`config.mk`:
```
export PLATFORM = sky130hd
export DESIGN_NAME = draw_player
export DESIGN_NICKNAME = d
export VERILOG_FILES = /design/src/rtl/draw_player.sv
export SDC_FILE = /design/constraint.sdc
export NUM_CORES = 1
export LEC_CHECK = 0
export CAP_MARGIN = 10
export CORE_MARGIN = 2
export CORE_UTILIZATION = 45
export CTS_BUF_LIST = sky130_fd_sc_hd__clkbuf_4 sky130_fd_sc_hd__clkbuf_8
export CTS_CLUSTER_SIZE = 8
export DETAILED_ROUTE_END_ITERATION = 10
export HOLD_SLACK_MARGIN = 0.12
export PLACE_DENSITY_LB_ADDON = 0.05
export SLEW_MARGIN = 20
export SYNTH_ARGS = -nofsm -noshare
export SYNTH_HDL_FRONTEND = slang
export SYNTH_SLANG_ARGS = --single-unit
```
`constraint.sdc`:
```
create_clock -name pclk -period 5 [get_ports pclk]
set_input_delay 1.25 -clock pclk [delete_from_list [all_inputs] [get_ports pclk]]
set_output_delay 1.25 -clock pclk [all_outputs]
set_load 0.02 [all_outputs]
```
`src/rtl/draw_player.sv`:
```
// Player overlay: draws the player square over the background stream and moves it once per frame.
// Build option: define DRAW_PLAYER_COLLISION_EN to enable the obstacle tests; without it only screen bounds apply.
module draw_player #(
  parameter int          PLAYER_SIZE = 20,
  parameter int          STEP        = 4,
  parameter int          START_X     = 20,
  parameter int          START_Y     = 500,
  parameter logic [11:0] PLAYER_RGB  = 12'h0F0
) (
  input  logic        pclk,
  input  logic        rst,
  input  logic [10:0] hcount_in,
  input  logic [10:0] vcount_in,
  input  logic        hsync_in,
  input  logic        hblank_in,
  input  logic        vsync_in,
  input  logic        vblank_in,
  input  logic [11:0] rgb_in,
  input  logic [17:0] st_obst_xy,
  input  logic        btn_up,
  input  logic        btn_down,
  input  logic        btn_left,
  input  logic        btn_right,
  output logic [10:0] hcount_out,
  output logic [10:0] vcount_out,
  output logic        hsync_out,
  output logic        hblank_out,
  output logic        vsync_out,
  output logic        vblank_out,
  output logic [11:0] rgb_out,
  output logic [10:0] player_x,
  output logic [10:0] player_y,
  output logic        at_door
);

  localparam logic [11:0] SZ = 12'(PLAYER_SIZE);
  localparam logic [11:0] ST = 12'(STEP);

  typedef enum logic [2:0] {IDLE, CHK_X, CHK_Y, COMMIT, WON} state_t;

  state_t      state_q, state_d;
  logic        vblank_prev_q, vblank_prev_d;
  logic [1:0]  idx_q, idx_d;
  logic        up_q, up_d, down_q, down_d;
  logic        ok_q, ok_d;
  logic [11:0] cx_q, cx_d, cy_q, cy_d;
  logic [10:0] player_x_q, player_x_d, player_y_q, player_y_d;

  logic [10:0] hcount_q, hcount_d, vcount_q, vcount_d;
  logic        hsync_q, hsync_d, hblank_q, hblank_d;
  logic        vsync_q, vsync_d, vblank_q, vblank_d;
  logic [11:0] rgb_q, rgb_d;

  logic [11:0] x_wide, y_wide, h_wide, v_wide;
  logic        in_box;
  logic        hit;

  assign x_wide = {1'b0, player_x_q};
  assign y_wide = {1'b0, player_y_q};
  assign h_wide = {1'b0, hcount_in};
  assign v_wide = {1'b0, vcount_in};

`ifdef DRAW_PLAYER_COLLISION_EN
  logic [2:0]  ob_x, ob_y;
  logic [11:0] ob_left, ob_top, ty;

  // One obstacle per check cycle; CHK_X tests against the committed y, CHK_Y against the candidate y.
  always_comb begin
    ob_x = 3'd0;
    ob_y = 3'd0;
    case (idx_q)
      2'd0: begin ob_x = st_obst_xy[17:15]; ob_y = st_obst_xy[14:12]; end
      2'd1: begin ob_x = st_obst_xy[11:9];  ob_y = st_obst_xy[8:6];   end
      2'd2: begin ob_x = st_obst_xy[5:3];   ob_y = st_obst_xy[2:0];   end
      default: ;
    endcase
    ob_left = 12'(ob_x) * 12'd100;
    ob_top  = 12'(ob_y) * 12'd100;
    ty      = (state_q == CHK_Y) ? cy_q : y_wide;
    hit     = (idx_q != 2'd3) &&
              (cx_q < ob_left + 12'd100) && (cx_q + SZ > ob_left) &&
              (ty < ob_top + 12'd100) && (ty + SZ > ob_top);
  end
`else
  logic unused_obst;
  assign unused_obst = ^st_obst_xy;
  assign hit = 1'b0;
`endif

  always_comb begin
    hcount_d = hcount_in;
    vcount_d = vcount_in;
    hsync_d  = hsync_in;
    hblank_d = hblank_in;
    vsync_d  = vsync_in;
    vblank_d = vblank_in;
    in_box   = (h_wide >= x_wide) && (h_wide < x_wide + SZ) &&
               (v_wide >= y_wide) && (v_wide < y_wide + SZ);
    rgb_d    = (!hblank_in && !vblank_in && in_box) ? PLAYER_RGB : rgb_in;
  end

  always_comb begin
    state_d       = state_q;
    vblank_prev_d = vblank_in;
    idx_d         = idx_q;
    up_d          = up_q;
    down_d        = down_q;
    ok_d          = ok_q;
    cx_d          = cx_q;
    cy_d          = cy_q;
    player_x_d    = player_x_q;
    player_y_d    = player_y_q;
    case (state_q)
      IDLE: begin
        if (vblank_in && !vblank_prev_q) begin
          // Buttons are latched here so later changes cannot affect this frame's move.
          up_d    = btn_up && !btn_down;
          down_d  = btn_down && !btn_up;
          idx_d   = 2'd0;
          state_d = CHK_X;
          if (btn_right && !btn_left) begin
            cx_d = x_wide + ST;
            ok_d = (cx_d <= 12'd799 - SZ);
          end else if (btn_left && !btn_right) begin
            cx_d = x_wide - ST;
            ok_d = (x_wide >= 12'd1 + ST);
          end else begin
            cx_d = x_wide;
            ok_d = 1'b1;
          end
        end
      end
      CHK_X: begin
        ok_d  = ok_q && !hit;
        idx_d = idx_q + 2'd1;
        if (idx_q == 2'd2) begin
          idx_d   = 2'd0;
          state_d = CHK_Y;
          if (!(ok_q && !hit)) cx_d = x_wide;
          if (down_q) begin
            cy_d = y_wide + ST;
            ok_d = (cy_d <= 12'd599 - SZ);
          end else if (up_q) begin
            cy_d = y_wide - ST;
            ok_d = (y_wide >= 12'd1 + ST);
          end else begin
            cy_d = y_wide;
            ok_d = 1'b1;
          end
        end
      end
      CHK_Y: begin
        ok_d  = ok_q && !hit;
        idx_d = idx_q + 2'd1;
        if (idx_q == 2'd2) begin
          idx_d   = 2'd0;
          state_d = COMMIT;
          if (!(ok_q && !hit)) cy_d = y_wide;
        end
      end
      COMMIT: begin
        player_x_d = cx_q[10:0];
        player_y_d = cy_q[10:0];
        if ((cx_q >= 12'd710) && (cx_q + SZ <= 12'd790) &&
            (cy_q >= 12'd250) && (cy_q + SZ <= 12'd390))
          state_d = WON;
        else
          state_d = IDLE;
      end
      WON: ;
      default: state_d = IDLE;
    endcase
  end

  always_ff @(posedge pclk) begin
    if (rst) begin
      state_q       <= IDLE;
      vblank_prev_q <= 1'b0;
      idx_q         <= 2'd0;
      up_q          <= 1'b0;
      down_q        <= 1'b0;
      ok_q          <= 1'b0;
      cx_q          <= 12'd0;
      cy_q          <= 12'd0;
      player_x_q    <= 11'(START_X);
      player_y_q    <= 11'(START_Y);
      hcount_q      <= 11'd0;
      vcount_q      <= 11'd0;
      hsync_q       <= 1'b0;
      hblank_q      <= 1'b0;
      vsync_q       <= 1'b0;
      vblank_q      <= 1'b0;
      rgb_q         <= 12'd0;
    end else begin
      state_q       <= state_d;
      vblank_prev_q <= vblank_prev_d;
      idx_q         <= idx_d;
      up_q          <= up_d;
      down_q        <= down_d;
      ok_q          <= ok_d;
      cx_q          <= cx_d;
      cy_q          <= cy_d;
      player_x_q    <= player_x_d;
      player_y_q    <= player_y_d;
      hcount_q      <= hcount_d;
      vcount_q      <= vcount_d;
      hsync_q       <= hsync_d;
      hblank_q      <= hblank_d;
      vsync_q       <= vsync_d;
      vblank_q      <= vblank_d;
      rgb_q         <= rgb_d;
    end
  end

  assign hcount_out = hcount_q;
  assign vcount_out = vcount_q;
  assign hsync_out  = hsync_q;
  assign hblank_out = hblank_q;
  assign vsync_out  = vsync_q;
  assign vblank_out = vblank_q;
  assign rgb_out    = rgb_q;
  assign player_x   = player_x_q;
  assign player_y   = player_y_q;
  assign at_door    = (state_q == WON);

endmodule

```
; ---- Word-level counts from Yosys, hierarchy flattened
; Index checks and enable logic that the tools add are counted.
[totals]
regBits = 92
in_bits = 62
out_inout_bits = 61
wordCells = 109
[op_classes]
n_addsub = 9
order_cmp = 12
eq_ne = 10
muxes = 28
n_bitwise = 1
n_reduce_logical = 32
[op_table]
columns = op, n
row1 = $mux W12, 10
row2 = $pmux W12 S2, 2
row3 = $le A12 B10 Y1 const B, 3
row4 = $add A11 B3 Y12 const B, 2
row5 = $add A11 B5 Y12 const B, 2
row6 = $add A12 B5 Y12 const B, 2
row7 = $lt A11 B12 Y1, 2
row8 = $sub A11 B3 Y12 const B, 2
row9 = $ge A11 B11 Y1, 2
row10 = $ge A11 B3 Y1 const B, 2
row11 = $pmux W3 S5, 1
row12 = $logic_and A1 B1 Y1, 13
row13 = $ge A12 B10 Y1 const B, 1
row14 = $ge A12 B8 Y1 const B, 1
row15 = $le A12 B9 Y1 const B, 1
row16 = $mux W3, 4
row17 = $reduce_and A4 Y1, 3
row18 = $ne A2 B2 Y1 const B, 5
row19 = $mux W8, 1
row20 = $logic_not A1 Y1, 7
row21 = $eq A3 B2 Y1 const B, 2
row22 = $mux W1, 6
row23 = $reduce_bool A2 Y1, 3
row24 = $mux W2, 2
row25 = 11 further kinds, 13

; ---- Logic depth before layout (Yosys ltp)
[depth]
word_depth = 7
depth_mapped = 14

; ---- Least setup slack after synthesis
; OpenSTA, ideal clock, no wires.
[synth_path]
path_kind = in2reg
from = in vcount_in[5]
to = reg rgb_q[0], in the netlist rgb_out[0]
setup_time_ps = 115
t_arrival_ps = 2763
setup_slack_ps = 2122
stages = 7
cell_sequence = ha_1 a31oi_1 o21bai_1 a2111o_1 o221ai_1 a41oi_2 and2_1
[synth_via]
elab_chain_len = 5
word_cells_on_any_way = 6
classes_between = order compare: 2 / reduce/logical: 4
[synth_rtl]
columns = element, line_no
row1 = "start, declared", 13  ; input logic [10:0] vcount_in,
row2 = $ge A11 B11 Y1, 98  ; (v_wide >= y_wide) && (v_wide < y_wide + SZ);
row3 = $logic_and A1 B1 Y1, 97  ; in_box = (h_wide >= x_wide) && (h_wide < x_wide + SZ) &&
row4 = $logic_and A1 B1 Y1 (*), 98
row5 = $logic_and A1 B1 Y1 (*), 99  ; rgb_d = (!hblank_in && !vblank_in && in_box) ? PLAYER_RGB : rgb_in;
row6 = $reduce_or A2 Y1 (no source line) (*), --
row7 = "end signal, assigned", 211  ; rgb_q <= rgb_d;
row8 = "end, declared", 52  ; logic [11:0] rgb_q, rgb_d;
; Every way passes the cells marked *; elsewhere a longest branch is shown, timed or not.
; A chain may end at the register's enable or synchronous reset.

; ---- Worst setup path in the final report
[layout_path]
from = reg player_y_q[2], in the netlist player_y[2]
to = reg rgb_q[1], in the netlist rgb_out[1]
[layout_via]
elab_chain_len = 5
word_cells_on_any_way = 7
classes_between = add/sub: 1 / order compare: 2 / reduce/logical: 4
[layout_rtl]
columns = element, line_no
row1 = "start, declared", 47  ; logic [10:0] player_x_q, player_x_d, player_y_q, player_y_d;
row2 = "start signal, assigned", 186  ; player_y_q <= 11'(START_Y);
row3 = "start signal, assigned", 204  ; player_y_q <= player_y_d;
row4 = $add A11 B5 Y12 or $ge A11 B11 Y1 (tied branches), 98
row5 = $lt A11 B12 Y1 or $logic_and A1 B1 Y1 (tied branches), "98, 97"
row6 = $logic_and A1 B1 Y1 (*), 98
row7 = $logic_and A1 B1 Y1 (*), 99
row8 = $reduce_or A2 Y1 (no source line) (*), --
; Marked as above.

==> impl_metrics.yaml <==
critical_path:
  setup.worst_path.end_class: "flip-flop"
  cpPeakStageDelay_ns: 0.65
  crit_type: "reg2reg"
  path_max_fanout: 13
  crit_path_start_kind: "flip-flop"
  required_ns: 5.29
  cp.arrival_ns: 3.66
  slowest_stage: "dfxtp_1"
  cp_cell_sequence: "ha_1 -> o21ai_0 -> nor2_1 -> xnor2_1 -> ha_1 -> o21ai_0 -> o21bai_1 -> a2111o_1 -> o221ai_1 -> a41oi_2 -> and2_1"
  worstRegToRegCells: 11
layout:
  final_cell_mix: "103 x clkdlybuf4s50_1, 92 x dfxtp_1, 70 x nand2_1"
  syn_to_final_growth_pct: 21.74
  fin_nets: 910
  drive_gt1_share_pct: 4.506
  fin_util_pct: 56.20
  antenna_cells: 0
  mostFrequentLayoutCell: "clkdlybuf4s50_1"
  fin_cells: 971
  final_cell_area_um2: 7092
  final.fill_count: 1181
clock_network:
  clkLatencyLatePin_ns: 0.38
  clkTransAtPathRegs_ns: 0.10
  cts_root_buf: "clkbuf_8"
  cts_inserted_buffers: 9
  post_cts_buffers: 0
  cts_max_level: 3
  cts_tree: "yes"
  cts_hold_buf: 0
  cts_buffer_depth: 2
  cts.sinks: 92
  ctsResizeCount: 0
timing:
  min_period_ns: 3.374
  rsz0062_at_grt: "false"
  clock_skew_ns: 0.01324
  fmax_mhz: 296.3
  max-slew-margin-rel_pct: 45.25
  drv_slew: 0
  worst_pin_slew_ns: 0.8182
  setup_viol_count_final: 0
  post-route-period-util_pct: 67.49
  tns_ns: 0
  fin_worst_hold_slack_ns: 0.4663
  fin_ws_ns: 1.626
  hold_viol: 0
yosys:
  yosysWarnings: 0
  syn_nets: 839
  yosysUniqueCellTypes: 66
  ys_seq_area_share_pct: 31.62
  syn-cell-area_um2: 5826
  ys_seq_elements: 92
  synth_ff_type: "dfxtp_1"
  synth_edf_count: 0
  async_flop_share_pct: 0
  synth.avg_cell_area_um2: 8.058
  synthCells: 723
route:
  drc: 0
  viasPerCell: 5.661
  num_vias: 5497
  ant_nets: 0
  first_pass_iters: 5
  wl_mm: 15.63
  wl_per_cell_um: 16.09
  dr.first_iter.drc_count: 311
floorplanning:
  die_x_um: 117.8
  placementRows: 41
  start_util_pct: 46.16
  boundaryPins: 123
  dieArea_um2: 13870
  die_y_um: 117.8
  core_um2: 12620
worst_hold_path:
  min_delay_path_depth: 2
  hold_path_class: "reg2reg"
grt:
  grt_usage_pct: 22.42
  met2_usage_pct: 38.74
  global_route.usage.met3_pct: 2.907
  grt_start_max_net_pins: 51
  antenna_found_initial: 0
  grt_first_pass_wirelength_mm: 25.64
  top_usage_layer: "met2"
  met1_usage_pct: 27.96
  gr-total-overflow: 0
  first_global_vias: 5205
pwr:
  p_leak_nw: 2.572
  power_density_nw_per_um2: 225.3
  power.total_mw: 1.598
  irDropWorstVdd_uv: 172.1
placed_design:
  io_buffers: 104
  dp_slack_ns: 1.269
  gp_congestion: 0.9345
  dp.cells: 955
  placed_cell_area_um2: 6860
  place_hpwl_mm: 11.67
run:
  cap_violations: 0
run_status:
  status: "finished clean"
==> cell type report <==
| type | count | area (um2) | share of cell area (%) |
|---|---|---|---|
| Multi-Input combinational cell | 549 | 3613 | 50.95 |
| Sequential cell | 92 | 1842 | 25.97 |
| Timing Repair Buffer | 107 | 1059 | 14.93 |
| Tap cell | 172 | 215.2 | 3.035 |
| Clock buffer | 10 | 137.6 | 1.941 |
| Inverter | 35 | 131.4 | 1.853 |
| Clock inverter | 6 | 93.84 | 1.323 |
==> per-layer routing <==
metal	wire length [um]	vias up	part of all wire (%)
li1	-	2719	-
met1	6783	2572	43
met2	7687	184	49
met3	765	22	4.9
met4	391	0	2.5
met5	0	-	0
==> report_power, final <==
part / leakage, nW / internal [mW] / switching [mW]
logic: 1.70 / 0.112 / 0.113
clock network: 0.119 / 0.302 / 0.288
registers: 0.755 / 0.759 / 0.0248
==> sequential cells by signal, indices dropped and copies added (netlist names), 2 cells and up <==
signal and flops:
cx_q 12, cy_q 12, hcount_out 11, idx_q 2, player_x 11, player_y 11
rgb_out 12, state_q 3, vcount_out 11
==> synthesized netlist by cell type, types with 7 or more instances <==
library cell / n / area share [%]
a211oi_1: 19 / 2.4
a21oi_1: 48 / 4.1
a31oi_1: 11 / 1.2
and2_1: 16 / 1.7
buf_2: 11 / 0.94
buf_4: 11 / 1.4
clkbuf_1: 22 / 1.4
dfxtp_1: 92 / 32
ha_1: 54 / 12
inv_1: 33 / 2.1
nand2_1: 70 / 4.5
nand2b_1: 9 / 0.97
nand3_1: 14 / 1.2
nand4_1: 10 / 1.1
nor2_1: 63 / 4.1
nor2b_1: 35 / 3.8
nor3_1: 19 / 1.6
nor4_1: 10 / 1.1
o211ai_1: 15 / 1.9
o21ai_0: 36 / 3.1
or2_2: 7 / 0.75
xnor2_1: 30 / 4.5
==> kinds of logic after synthesis <==
logic type	after synthesis	share of synthesized area, %
AND/OR/NAND/NOR	279	24.36
AO/OA/AOI/OAI	180	20.45
flip-flops	92	31.62
buffers and inverters	82	6.486
adder cells (fa/ha/maj)	54	11.60
XOR/XNOR	32	4.811
multiplexers	4	0.6873
==> worst max-delay path: cells and delay by family (launching register included) <==
kind	cells	cell delay [ns]
DFF	1	0.65
adders and majority gates	2	0.63
AOI/OAI and AO/OA	6	1.39
and+or+nand+nor	2	0.46
xor gates and xnor gates	1	0.14
==> worst paths after layout <==
| path | startpoint | end | slack (ns) |
|---|---|---|---|
| setup / recovery | player_y[2] | rgb_out[1] | 1.63 |
| hold / removal | cy_q[0] | player_y[0] | 0.47 |
| setup reg to reg | player_y[2] | rgb_out[1] | 1.63 |
| hold reg to reg | cy_q[0] | player_y[0] | 0.47 |
No activity file was read; power rests on OpenSTA's default activity.
